`src/rtl/axi4_wch_drop_sched.sv`:
```
`default_nettype none
// ============================================================================
//  Module      : axi4_wch_drop_sched
//  Description : Orders the AXI4 W channel behind the RAB write-address
//                lookup. Forwarded bursts pass through to the master side;
//                dropped bursts are sunk locally, length-checked and then
//                handed to the B sender as a drop request carrying the ID.
//  Revision    : 1.0 - initial release
// ============================================================================
module axi4_wch_drop_sched #(
   parameter int C_AXI_ID_WIDTH = 10,
   parameter int C_QUEUE_DEPTH  = 4
) (
   input  logic                      axi4_aclk,
   input  logic                      axi4_arstn,
   // write decisions from the address lookup
   input  logic                      aw_push_valid,
   output logic                      aw_push_ready,
   input  logic                      aw_push_drop,
   input  logic [C_AXI_ID_WIDTH-1:0] aw_push_id,
   input  logic [7:0]                aw_push_len,
   // slave-side W handshake
   input  logic                      s_axi4_wvalid,
   input  logic                      s_axi4_wlast,
   output logic                      s_axi4_wready,
   // master-side W handshake
   output logic                      m_axi4_wvalid,
   output logic                      m_axi4_wlast,
   input  logic                      m_axi4_wready,
   // drop request towards the B sender
   output logic                      drop_valid,
   output logic [C_AXI_ID_WIDTH-1:0] drop_id,
   input  logic                      drop_ready,
   // burst length error
   output logic                      err_wlast
);

   localparam int PTR_W = (C_QUEUE_DEPTH > 1) ? $clog2(C_QUEUE_DEPTH) : 1;
   localparam int CNT_W = PTR_W + 1;
   localparam logic [CNT_W-1:0] FULL_COUNT = CNT_W'(C_QUEUE_DEPTH);
   localparam logic [CNT_W-1:0] ONE_COUNT  = CNT_W'(1);
   localparam logic [7:0]       BEAT_MAX   = 8'hFF;

   typedef enum logic [1:0] {
      ST_IDLE = 2'd0,
      ST_FWD  = 2'd1,
      ST_SINK = 2'd2,
      ST_BREQ = 2'd3
   } state_t;

   // queue storage and bookkeeping
   logic                      q_drop [C_QUEUE_DEPTH];
   logic [C_AXI_ID_WIDTH-1:0] q_id   [C_QUEUE_DEPTH];
   logic [7:0]                q_len  [C_QUEUE_DEPTH];
   logic [PTR_W-1:0]          wr_ptr;
   logic [PTR_W-1:0]          rd_ptr;
   logic [PTR_W-1:0]          rd_ptr_inc;
   logic [CNT_W-1:0]          count;

   logic                      push;
   logic                      pop;
   logic                      empty;
   logic                      head_drop;
   logic [C_AXI_ID_WIDTH-1:0] head_id;
   logic [7:0]                head_len;
   logic                      next_drop;

   // FSM and beat tracking
   state_t                    state;
   state_t                    state_nxt;
   logic [7:0]                beat_cnt;
   logic                      cnt_clr;
   logic                      cnt_inc;
   logic                      load_drop_id;
   logic                      beat_acc;
   logic                      len_mismatch;

   assign aw_push_ready = (count != FULL_COUNT);
   assign push          = aw_push_valid && aw_push_ready;
   assign empty         = (count == '0);
   assign rd_ptr_inc    = rd_ptr + PTR_W'(1);

   assign head_drop     = q_drop[rd_ptr];
   assign head_id       = q_id[rd_ptr];
   assign head_len      = q_len[rd_ptr];
   assign next_drop     = q_drop[rd_ptr_inc];

   // Entry payload is only meaningful while counted, so it carries no reset.
   always_ff @(posedge axi4_aclk) begin
      if (push) begin
         q_drop[wr_ptr] <= aw_push_drop;
         q_id[wr_ptr]   <= aw_push_id;
         q_len[wr_ptr]  <= aw_push_len;
      end
   end

   // Queue pointers and occupancy; simultaneous push and pop leave count as is.
   always_ff @(posedge axi4_aclk or negedge axi4_arstn) begin
      if (!axi4_arstn) begin
         wr_ptr <= '0;
         rd_ptr <= '0;
         count  <= '0;
      end else begin
         if (push) begin
            wr_ptr <= wr_ptr + PTR_W'(1);
         end
         if (pop) begin
            rd_ptr <= rd_ptr_inc;
         end
         case ({push, pop})
            2'b10:   count <= count + ONE_COUNT;
            2'b01:   count <= count - ONE_COUNT;
            default: count <= count;
         endcase
      end
   end

   // State register.
   always_ff @(posedge axi4_aclk or negedge axi4_arstn) begin
      if (!axi4_arstn) begin
         state <= ST_IDLE;
      end else begin
         state <= state_nxt;
      end
   end

   // Beat counter saturates so an overlong burst keeps flagging the error.
   always_ff @(posedge axi4_aclk or negedge axi4_arstn) begin
      if (!axi4_arstn) begin
         beat_cnt <= '0;
      end else if (cnt_clr) begin
         beat_cnt <= '0;
      end else if (cnt_inc && (beat_cnt != BEAT_MAX)) begin
         beat_cnt <= beat_cnt + 8'd1;
      end
   end

   // Capture the ID of a dropped burst as its last beat is sunk.
   always_ff @(posedge axi4_aclk or negedge axi4_arstn) begin
      if (!axi4_arstn) begin
         drop_id <= '0;
      end else if (load_drop_id) begin
         drop_id <= head_id;
      end
   end

   // Length check against the head entry on every accepted beat.
   always_comb begin
      beat_acc     = ((state == ST_FWD)  && s_axi4_wvalid && m_axi4_wready) ||
                     ((state == ST_SINK) && s_axi4_wvalid);
      len_mismatch = s_axi4_wlast ? (beat_cnt != head_len) : (beat_cnt == head_len);
      err_wlast    = beat_acc && len_mismatch;
   end

   // Next-state and handshake routing; the burst boundary always follows WLAST.
   always_comb begin
      state_nxt     = state;
      s_axi4_wready = 1'b0;
      m_axi4_wvalid = 1'b0;
      m_axi4_wlast  = 1'b0;
      drop_valid    = 1'b0;
      pop           = 1'b0;
      cnt_clr       = 1'b0;
      cnt_inc       = 1'b0;
      load_drop_id  = 1'b0;

      case (state)
         ST_IDLE: begin
            cnt_clr = 1'b1;
            if (!empty) begin
               state_nxt = head_drop ? ST_SINK : ST_FWD;
            end
         end

         ST_FWD: begin
            m_axi4_wvalid = s_axi4_wvalid;
            m_axi4_wlast  = s_axi4_wlast;
            s_axi4_wready = m_axi4_wready;
            if (s_axi4_wvalid && m_axi4_wready) begin
               if (s_axi4_wlast) begin
                  pop     = 1'b1;
                  cnt_clr = 1'b1;
                  // chain straight into the next burst when it is already queued
                  if (count > ONE_COUNT) begin
                     state_nxt = next_drop ? ST_SINK : ST_FWD;
                  end else begin
                     state_nxt = ST_IDLE;
                  end
               end else begin
                  cnt_inc = 1'b1;
               end
            end
         end

         ST_SINK: begin
            s_axi4_wready = 1'b1;
            if (s_axi4_wvalid) begin
               if (s_axi4_wlast) begin
                  pop          = 1'b1;
                  cnt_clr      = 1'b1;
                  load_drop_id = 1'b1;
                  state_nxt    = ST_BREQ;
               end else begin
                  cnt_inc = 1'b1;
               end
            end
         end

         ST_BREQ: begin
            drop_valid = 1'b1;
            if (drop_ready) begin
               if (empty) begin
                  state_nxt = ST_IDLE;
               end else begin
                  state_nxt = head_drop ? ST_SINK : ST_FWD;
               end
            end
         end

         default: begin
            state_nxt = ST_IDLE;
         end
      endcase
   end

endmodule
`default_nettype wire
```
`config.mk`:
```
export PLATFORM = sky130hd
export DESIGN_NAME = axi4_wch_drop_sched
export DESIGN_NICKNAME = d
export VERILOG_FILES = /design/src/rtl/axi4_wch_drop_sched.sv
export SDC_FILE = /design/constraint.sdc
export NUM_CORES = 1
export LEC_CHECK = 0
export ABC_AREA = 1
export CAP_MARGIN = 20
export CORE_MARGIN = 4
export CORE_UTILIZATION = 45
export DETAILED_ROUTE_END_ITERATION = 8
export PLACE_DENSITY = 0.74
export RECOVER_POWER = 50
export SYNTH_ARGS = -nofsm -noshare
export SYNTH_HDL_FRONTEND = slang
export SYNTH_SLANG_ARGS = --single-unit
```
`constraint.sdc`:
```
create_clock -name axi4_aclk -period 3.2 [get_ports axi4_aclk]
set_clock_uncertainty 0.15 [all_clocks]
set_input_delay 0.8 -clock axi4_aclk [delete_from_list [all_inputs] [get_ports axi4_aclk]]
set_output_delay 0.8 -clock axi4_aclk [all_outputs]
set_load 0.01 [all_outputs]
```
-- Yosys cells after proc, flatten, opt, wreduce, memory -nomap -nowiden
Memory sizes are Yosys's and may differ from the RTL's. A register that Yosys moved wholly into a read port is not among the register bits.
Index checks and enable logic that the tools add are counted.
- add/sub/neg operators: 5
- order comparisons: 1
- eq/ne operators: 15
- multiplexer cells: 31
- reductions and logical operators: 14
- operators with widths (operator ; count):
    2-bit two-way mux ; 10
    8-bit two-way mux ; 2
    1-bit two-way mux ; 13
    2-bit inequality test (second input constant) ; 5
    8-bit by 1-bit adder with 8-bit output (second input constant) ; 1
    8-bit == test ; 1
    8-bit inequality test ; 1
    8-bit inequality test (second input constant) ; 1
    2-bit one-hot mux with 4 select lines ; 1
    1-bit logical AND ; 7
    2-bit == test (second input constant) ; 3
    1-bit one-hot mux with 2 select lines ; 3
    3-bit one-hot mux with 2 select lines ; 1
    6-bit AND reduction ; 1
    2-bit by 1-bit adder with 2-bit output (second input constant) ; 2
    2-bit by 1-bit == test with 1-bit output (second input constant) ; 2
    2-bit nonzero test ; 2
    3-bit by 1-bit adder with 3-bit output (second input constant) ; 1
    3-bit by 1-bit > comparator with 1-bit output (second input constant) ; 1
    3-bit logical NOT ; 1
    3-bit inequality test (second input constant) ; 1
    1-bit one-hot mux with 3 select lines ; 1
    3-bit by 1-bit subtractor with 3-bit output (second input constant) ; 1
    2-bit logical NOT ; 1
    other kinds (3) ; 3
- flip-flop bits (word level): 17
- RAM bits: 76
- logic and storage cells: 74
- memories: 3
- memories (name ; depth ; bits a word ; read ports ; clocked after memory_dff ; write ports ; RTL line ; text):
    q_id ; 4 ; 10 ; 1 ; 1 ; 1 ; 53 ; logic [C_AXI_ID_WIDTH-1:0] q_id [C_QUEUE_DEPTH];
    q_len ; 4 ; 8 ; 1 ; 0 ; 1 ; 54 ; logic [7:0] q_len [C_QUEUE_DEPTH];
    q_drop ; 4 ; 1 ; 2 ; 0 ; 1 ; 52 ; logic q_drop [C_QUEUE_DEPTH];

-- Longest topological paths before layout
Gate-level depths: netlist (run 1).
An unclocked memory read counts as a cell.
- word-level depth: 7
- depth in mapped cells: 14
- mapped depth without buffers: 14

-- Least setup slack after synthesis (run 1)
No wires, ideal clock.
- kind: reg2reg
- start: register count[0]
- end: memory q_drop[0] (enable)
- setup time: 0.395 ns
- data arrival time: 1.832 ns
- required time: 2.655 ns
- slack: 0.824 ns
- stages on the path, launching flop included: 6
- path buffers: 0
- clock period less this slack: 2.376 ns
- path through: dfrtp_1 inv_1 ha_1 nand2_1 nand2_1 nor2_1
- cells in the longest elaborated chain, start to end: 4
- ends and longest elaborated chain (what ; RTL line ; text):
    from (decl) ; 58 ; logic [CNT_W-1:0] count;
    from (signal assigned) ; 111 ; 2'b10: count <= count + ONE_COUNT;
    from (signal assigned) ; 112 ; 2'b01: count <= count - ONE_COUNT;
    from (signal assigned) ; 113 ; default: count <= count;
    3-bit inequality test ; 78 ; assign aw_push_ready = (count != FULL_COUNT);
    net aw_push_ready ; 18 ; output logic aw_push_ready,
    1-bit logical AND ; 79 ; assign push = aw_push_valid && aw_push_ready;
    1-bit two-way mux ; 90 ; if (push) begin
    1-bit two-way mux (implied by the code) ; 91 ; q_drop[wr_ptr] <= aw_push_drop;
    to (decl) ; 52 ;
The timed path passes the listed nets, and every way through them passes these cells.

-- Worst setup path after layout (run 1)
- start: input port m_axi4_wready
- end: output port s_axi4_wready
- cells in the longest elaborated chain, start to end: 1
- ends and longest elaborated chain (what ; RTL line ; text):
    from (decl) ; 29 ; input logic m_axi4_wready,
    1-bit one-hot mux with 2 select lines ; 167 ; case (state)
    to (decl) ; 25 ; output logic s_axi4_wready,
No other way between the ends.

==> metrics.txt, run 1 <==
status complete, but fails checks; failing checks capacitance limit, slew limit; Total GRT Usage 15.65%; CP peak stage delay 0.53 ns; share of cells above drive strength 1 12.66%; Cell Area, Synth 4663 µm²; Yosys top cell area share 48.94%; GRT Residual Overflow 0; Hold Crit Class flip-flop to flip-flop; IO Pins 42; Setup TNS Final 0 ns; clock sinks 103; Final Critical Period 3.092 ns; synth-to-layout area growth 17.52%; crit path DAT 2.14 ns; # H-tree levels 3; CTS buffer count 9; Avg Inst Size Synth 11.02 µm²; Placed Area 5270 µm²; DP Wirelength 5879 µm; DRC Markers 0; Worst setup EP type primary output; Netlist cell types 31; startpoint class of the critical path input port; cell chain of the critical path clkdlybuf4s50_1, inv_1, o21ai_2, inv_1, nor2_1, clkdlybuf4s50_1; CP Data Required Time 2.25 ns; die width 109.8 µm; top cells by area, synth edfxtp_1 49%, dfrtp_1 14%, nand2_1 7.1%; fin cells 615; crit-path max FO 2; syn_nets 464; largest delay contributor family on the critical path buffers and inverters; antenna cells 0; DRT antenna net count 0; Max-Cap Viols 1; Final Total Pwr 4.557 mW; CP bufs+invs 4; nets 518; first-pass GRT wire length 14,410 µm; drt via density 5.026; initial antenna violation count 0; Vias 3,091; vias in the first global route 2,981; clock latency on the worst-skew pair 0.35 ns; sequential cell area fraction in the yosys report 63.43%; Final Slew Violations 28; 1st-iter DRT viols 163; f_max 323.4 MHz; Routed WL per cell 14.54 µm; row count 36; most common library cell in the layout ignoring fill and taps nand2_1; clock-pin slew on the worst setup and hold paths 0.10 ns; clk root buf clkbuf_8; crit share post-route 96.63%; Port Buffers 41; First-pass DRT Iterations 4; die height 109.8 µm; relative slew slack -10.09%; finished layout cell area 5480 µm²; Clock Path Buffers 2; PwrDens 831.6 nW/µm²; Post-Route WL 8944 µm; Die ar. 12,050 µm²; GPL Wtd Cong 0.8487; post-synthesis sequential element count 103; final hold vios 0; measured slew at the worst slew-check pin 1.651 ns; Slowest-stage cell, CP clkdlybuf4s50_1; WS Path Type input port to primary output; fin util 55.30%; Initial Util 47.06%; CTS tree done; Synth area leader edfxtp_1; Core ar. 9910 µm²; VDD IR max 336.3 µV; dpl cells 597; most frequent cells in the layout 88 x nand2_1, 76 x edfxtp_1, 38 x inv_1, 38 x nor2_1, 32 x nand3_1; Cells after Synth 423; endpoints failing setup 0; yosys synthesis warning count 0; largest net degree at the start of global routing 28; LEAKAGE 2.187 nW; RSZ-0062 raised after global routing false
-- layout make-up --
cell class,count,area [µm²]
Clock inverter,7,52.55
Multi-Input combinational cell,266,1456
Sequential cell,103,2959
Clock buffer,9,123.9
Inverter,41,161.4
Timing Repair Buffer,56,560.5
Fill cell,849,4429
Tap cell,133,166.4
-- worst reg2reg max path, delay by kind of cell (launching register included) --
family	cells	cell delay (ns)
buffers and inverters	4	0.33
XOR/XNOR	1	0.14
AO/OA/AOI/OAI	2	0.25
AND/OR/NAND/NOR	4	0.44
adder cells (fa/ha/maj)	2	0.55
flip-flops	1	0.41
-- metrics by stage --
stage | setup WS [ns] | hold slack, ns
after floorplan | 0.8237 | 0.3252
after global placement | -0.001805 | 0.3385
after detailed placement | -0.03206 | 0.3453
after CTS | 0.1086 | 0.3706
after global routing | 0.01638 | 0.3874
final | 0.1079 | 0.3696
-- synthesized netlist by cell type --
cell type  count
a21oi_1        7
nor2_2         4
mux2_2        10
o21ai_0       26
edfxtp_1      76
mux2i_1        1
inv_1         38
ha_1          15
buf_4          4
xnor2_1        3
nand4_1        1
buf_2          5
o21ai_1        5
nand2_2        6
o22ai_1       11
dfrtp_1       27
xor2_1         3
nor3_1         3
a31oi_1        1
nand3_1       32
nor2_1        38
inv_2          2
nand2_1       88
buf_6          3
clkbuf_1       1
o21a_1         2
nand3_2        7
o21ai_2        1
inv_4          1
a21oi_2        1
o2111ai_1      1
-- state kept, by name, indices dropped and copies added, names as in the netlist --
signal,count
wr_ptr,2
q_len,32
drop_id,10
beat_cnt,8
rd_ptr,2
q_id,40
count,3
q_drop,4
state,2
-- report_power, final --
group / switching, mW / total (mW) / internal (mW)
logic: 1.12 / 1.91 / 0.789
clock network: 0.436 / 0.728 / 0.291
registers: 0.144 / 1.92 / 1.78
-- path summary, 6_finish.rpt --
path | start | to | slack (ns) | cells past startpoint
max | m_axi4_wready | s_axi4_wready | 0.11 | 6
max in group asynchronous | axi4_arstn | rd_ptr[0]$_DFFE_PN0P_ | 0.58 | 2
min in group asynchronous | axi4_arstn | drop_id[4]$_DFFE_PN0P_ | 1.24 | 2
max reg2reg | state[1]$_DFFE_PN0P_ | count[2]$_DFFE_PN0P_ | 0.85 | 13
min reg2reg | drop_id[2]$_DFFE_PN0P_ | drop_id[2]$_DFFE_PN0P_ | 0.37 | 1
min | drop_id[2]$_DFFE_PN0P_ | drop_id[2]$_DFFE_PN0P_ | 0.37 | 1
-- per-layer routing --
metal | track usage, % | vias up | wire length (µm)
li1 | - | 1543 | -
met1 | 20.14 | 1456 | 3905
met2 | 27.04 | 84 | 4326
met3 | 2.349 | 8 | 606
met4 | 5.254 | 0 | 106
met5 | 0 | - | 0
-- what timing repair did --
| action | in CTS | in global routing |
|---|---|---|
| setup endpoints to repair | 1 | 0 |
| hold buffers | 0 | 0 |
| resized for setup | 4 | 0 |
| buffers inserted | 1 | 0 |
-- kinds of logic after synthesis --
kind of cell	after synthesis	share of synthesized area (%)
simple gates	179	16.88
flops	103	63.43
compound gates	55	6.574
buf+inv	54	5.339
fa+ha+maj	15	4.025
mux	11	2.630
xor+xnor	6	1.127
Note: power is estimated with default switching activity, not from simulation.
==> run 2: changes to the inputs <==
==> constraint.sdc (replaced) <==
create_clock -name axi4_aclk -period 3.2 [get_ports axi4_aclk]
set_clock_uncertainty 0.15 [all_clocks]
set_input_delay 0.32 -clock axi4_aclk [delete_from_list [all_inputs] [get_ports axi4_aclk]]
set_output_delay 0.32 -clock axi4_aclk [all_outputs]
set_load 0.01 [all_outputs]
==> run 2 against run 1 <==
  * The run still ends with capacitance limit, slew limit left
  * Final area decreased by 1.7%
  * Sequential share of layout area increased by 0.89 points
  * Count of clock-buffer cells in the layout unchanged
  * Combinational power decreased by 6%
  * Setup slack improved by 0.17 ns
  * Routed wire length decreased by 1.2%
  * Fmax increased by 5.7%
  * First-iteration DRC count increased by 1.8%
  * Critical path type is now flip-flop to primary output
  * Largest cell class unchanged
==> metrics.txt, run 2 (synthesis results as in run 1) <==
f_max 341.7 MHz; Die ar. 12,050 µm²; vias in the first global route 2,986; IO Pins 42; Setup TNS Final 0 ns; LEAKAGE 2.130 nW; CTS tree done; Port Buffers 41; Worst R2R End count[2]$_DFFE_PN0P_; quantity of gates resized following cts 0; WS Path Type flip-flop to primary output; Final Slew Violations 28; crit path DAT 2.46 ns; row count 36; cell chain of the critical path inv_4, nand2_1, nand3_1, nand2_1, nand2_1, nand2_1, nand2_1, nor2_2, nand3_1, nand2_1, nor2_1, clkdlybuf4s50_1; Final Critical Period 2.926 ns; final hold vios 0; Placed Area 5200 µm²; crit share post-route 91.44%; Post-Route WL 8840 µm; Initial Util 47.06%; postcts setup bufs 0; status complete, but fails checks; max reg flops 40; antenna cells 0; VDD IR max 323.1 µV; crit path to err_wlast; First-pass DRT Iterations 4; fin util 54.38%; DP Wirelength 5730 µm; first-pass GRT wire length 14,480 µm; Reg with most FFs q_id; clock sinks 103; failing checks capacitance limit, slew limit; GPL Wtd Cong 0.8047; die height 109.8 µm; Worst setup EP type primary output; Slowest-stage cell, CP clkdlybuf4s50_1; Core ar. 9910 µm²; R2R Setup Slk 0.77 ns; most frequent cells in the layout 88 x nand2_1, 76 x edfxtp_1, 38 x inv_1, 38 x nor2_1, 32 x nand3_1; WP depth 12; 1st-iter DRT viols 166; synth-to-layout area growth 15.56%; CP Data Required Time 2.73 ns; largest net degree at the start of global routing 43; drt via density 5.030; # H-tree levels 3; CTS buffer count 9; die width 109.8 µm; Total GRT Usage 16.00%; startpoint class of the critical path flip-flop; nets 510; clk root buf clkbuf_8; largest delay contributor family on the critical path buffers and inverters; clock latency on the worst-skew pair 0.36 ns; relative slew slack -4.562%; CP bufs+invs 2; RSZ-0062 raised after global routing false; worst reg2reg path startpoint state[1]$_DFFE_PN0P_; DRT antenna net count 0; Vias 3,053; Routed WL per cell 14.56 µm; clock-pin slew on the worst setup and hold paths 0.11 ns; DRC Markers 0; PwrDens 828.0 nW/µm²; Clock Path Buffers 2; GRT Residual Overflow 0; largest registers q_id: 40 flops, q_len: 32 flops, drop_id: 10 flops; Worst Setup SP rd_ptr[0]$_DFFE_PN0P_; CP peak stage delay 0.54 ns; Max-Cap Viols 1; measured slew at the worst slew-check pin 1.568 ns; crit-path max FO 40; endpoints failing setup 0; hold buffers post-CTS 0; worst reg2reg path depth 13; CP dominant cell by count nand2_1; Hold Crit Class flip-flop to flip-flop; most common library cell in the layout ignoring fill and taps nand2_1; finished layout cell area 5389 µm²; initial antenna violation count 0; share of cells above drive strength 1 11.39%
[run 2: layout make-up]
class / instances / area [µm²]
repair buffers: 48 / 462.9
multi-input cells: 266 / 1456
flip-flops and latches: 103 / 2958
clock inverters: 7 / 65.06
inverters: 41 / 156.4
clock buffers: 9 / 123.9
well taps: 133 / 166.4
fillers: 852 / 4521
[run 2: worst min-delay path by stage]
| stage | end | start | cells after the start |
|---|---|---|---|
| 5_1_grt | drop_id[2]$_DFFE_PN0P_ | drop_id[2]$_DFFE_PN0P_ | 1 |
| 2_1_floorplan | beat_cnt[0]$_DFFE_PN0P_ | axi4_arstn | 0 |
| 4_1_cts | drop_id[4]$_DFFE_PN0P_ | axi4_arstn | 2 |
| 3_5_place_dp | drop_id[8]$_DFFE_PN0P_ | drop_id[8]$_DFFE_PN0P_ | 1 |
| 6_report | drop_id[8]$_DFFE_PN0P_ | drop_id[8]$_DFFE_PN0P_ | 1 |
| 3_3_place_gp | drop_id[2]$_DFFE_PN0P_ | drop_id[2]$_DFFE_PN0P_ | 1 |
[run 2: metal layers]
| layer | up-vias | share of wire (%) | routed length, µm | global-route usage, % |
|---|---|---|---|---|
| met5 | - | 0 | 0 | 0 |
| met4 | 0 | 2.3 | 202 | 6.768 |
| met3 | 13 | 4.5 | 396 | 3.406 |
| met2 | 67 | 48 | 4260 | 26.43 |
| met1 | 1453 | 45 | 3981 | 20.39 |
| li1 | 1520 | - | - | - |
[run 2: stage by stage]
stage | total power [mW] | hold slack (ns) | worst slack (ns) | std cells
global placement | 3.680 | 0.3398 | 0.6390 | 591
floorplan | 3.204 | -0.1256 | 0.8237 | 423
detailed placement | 3.752 | 0.3463 | 0.6176 | 591
CTS | 4.512 | 0.1720 | 0.2012 | 607
finish | 4.462 | 0.3600 | 0.2738 | 607
global route | 4.816 | 0.3778 | 0.01136 | 607
[run 2: power breakdown]
part / switching [mW] / leakage, nW / internal [mW]
Clock: 0.464 / 0.0874 / 0.300
Sequential: 0.136 / 1.03 / 1.78
Combinational: 1.11 / 1.01 / 0.675
Total: 1.71 / 2.13 / 2.75
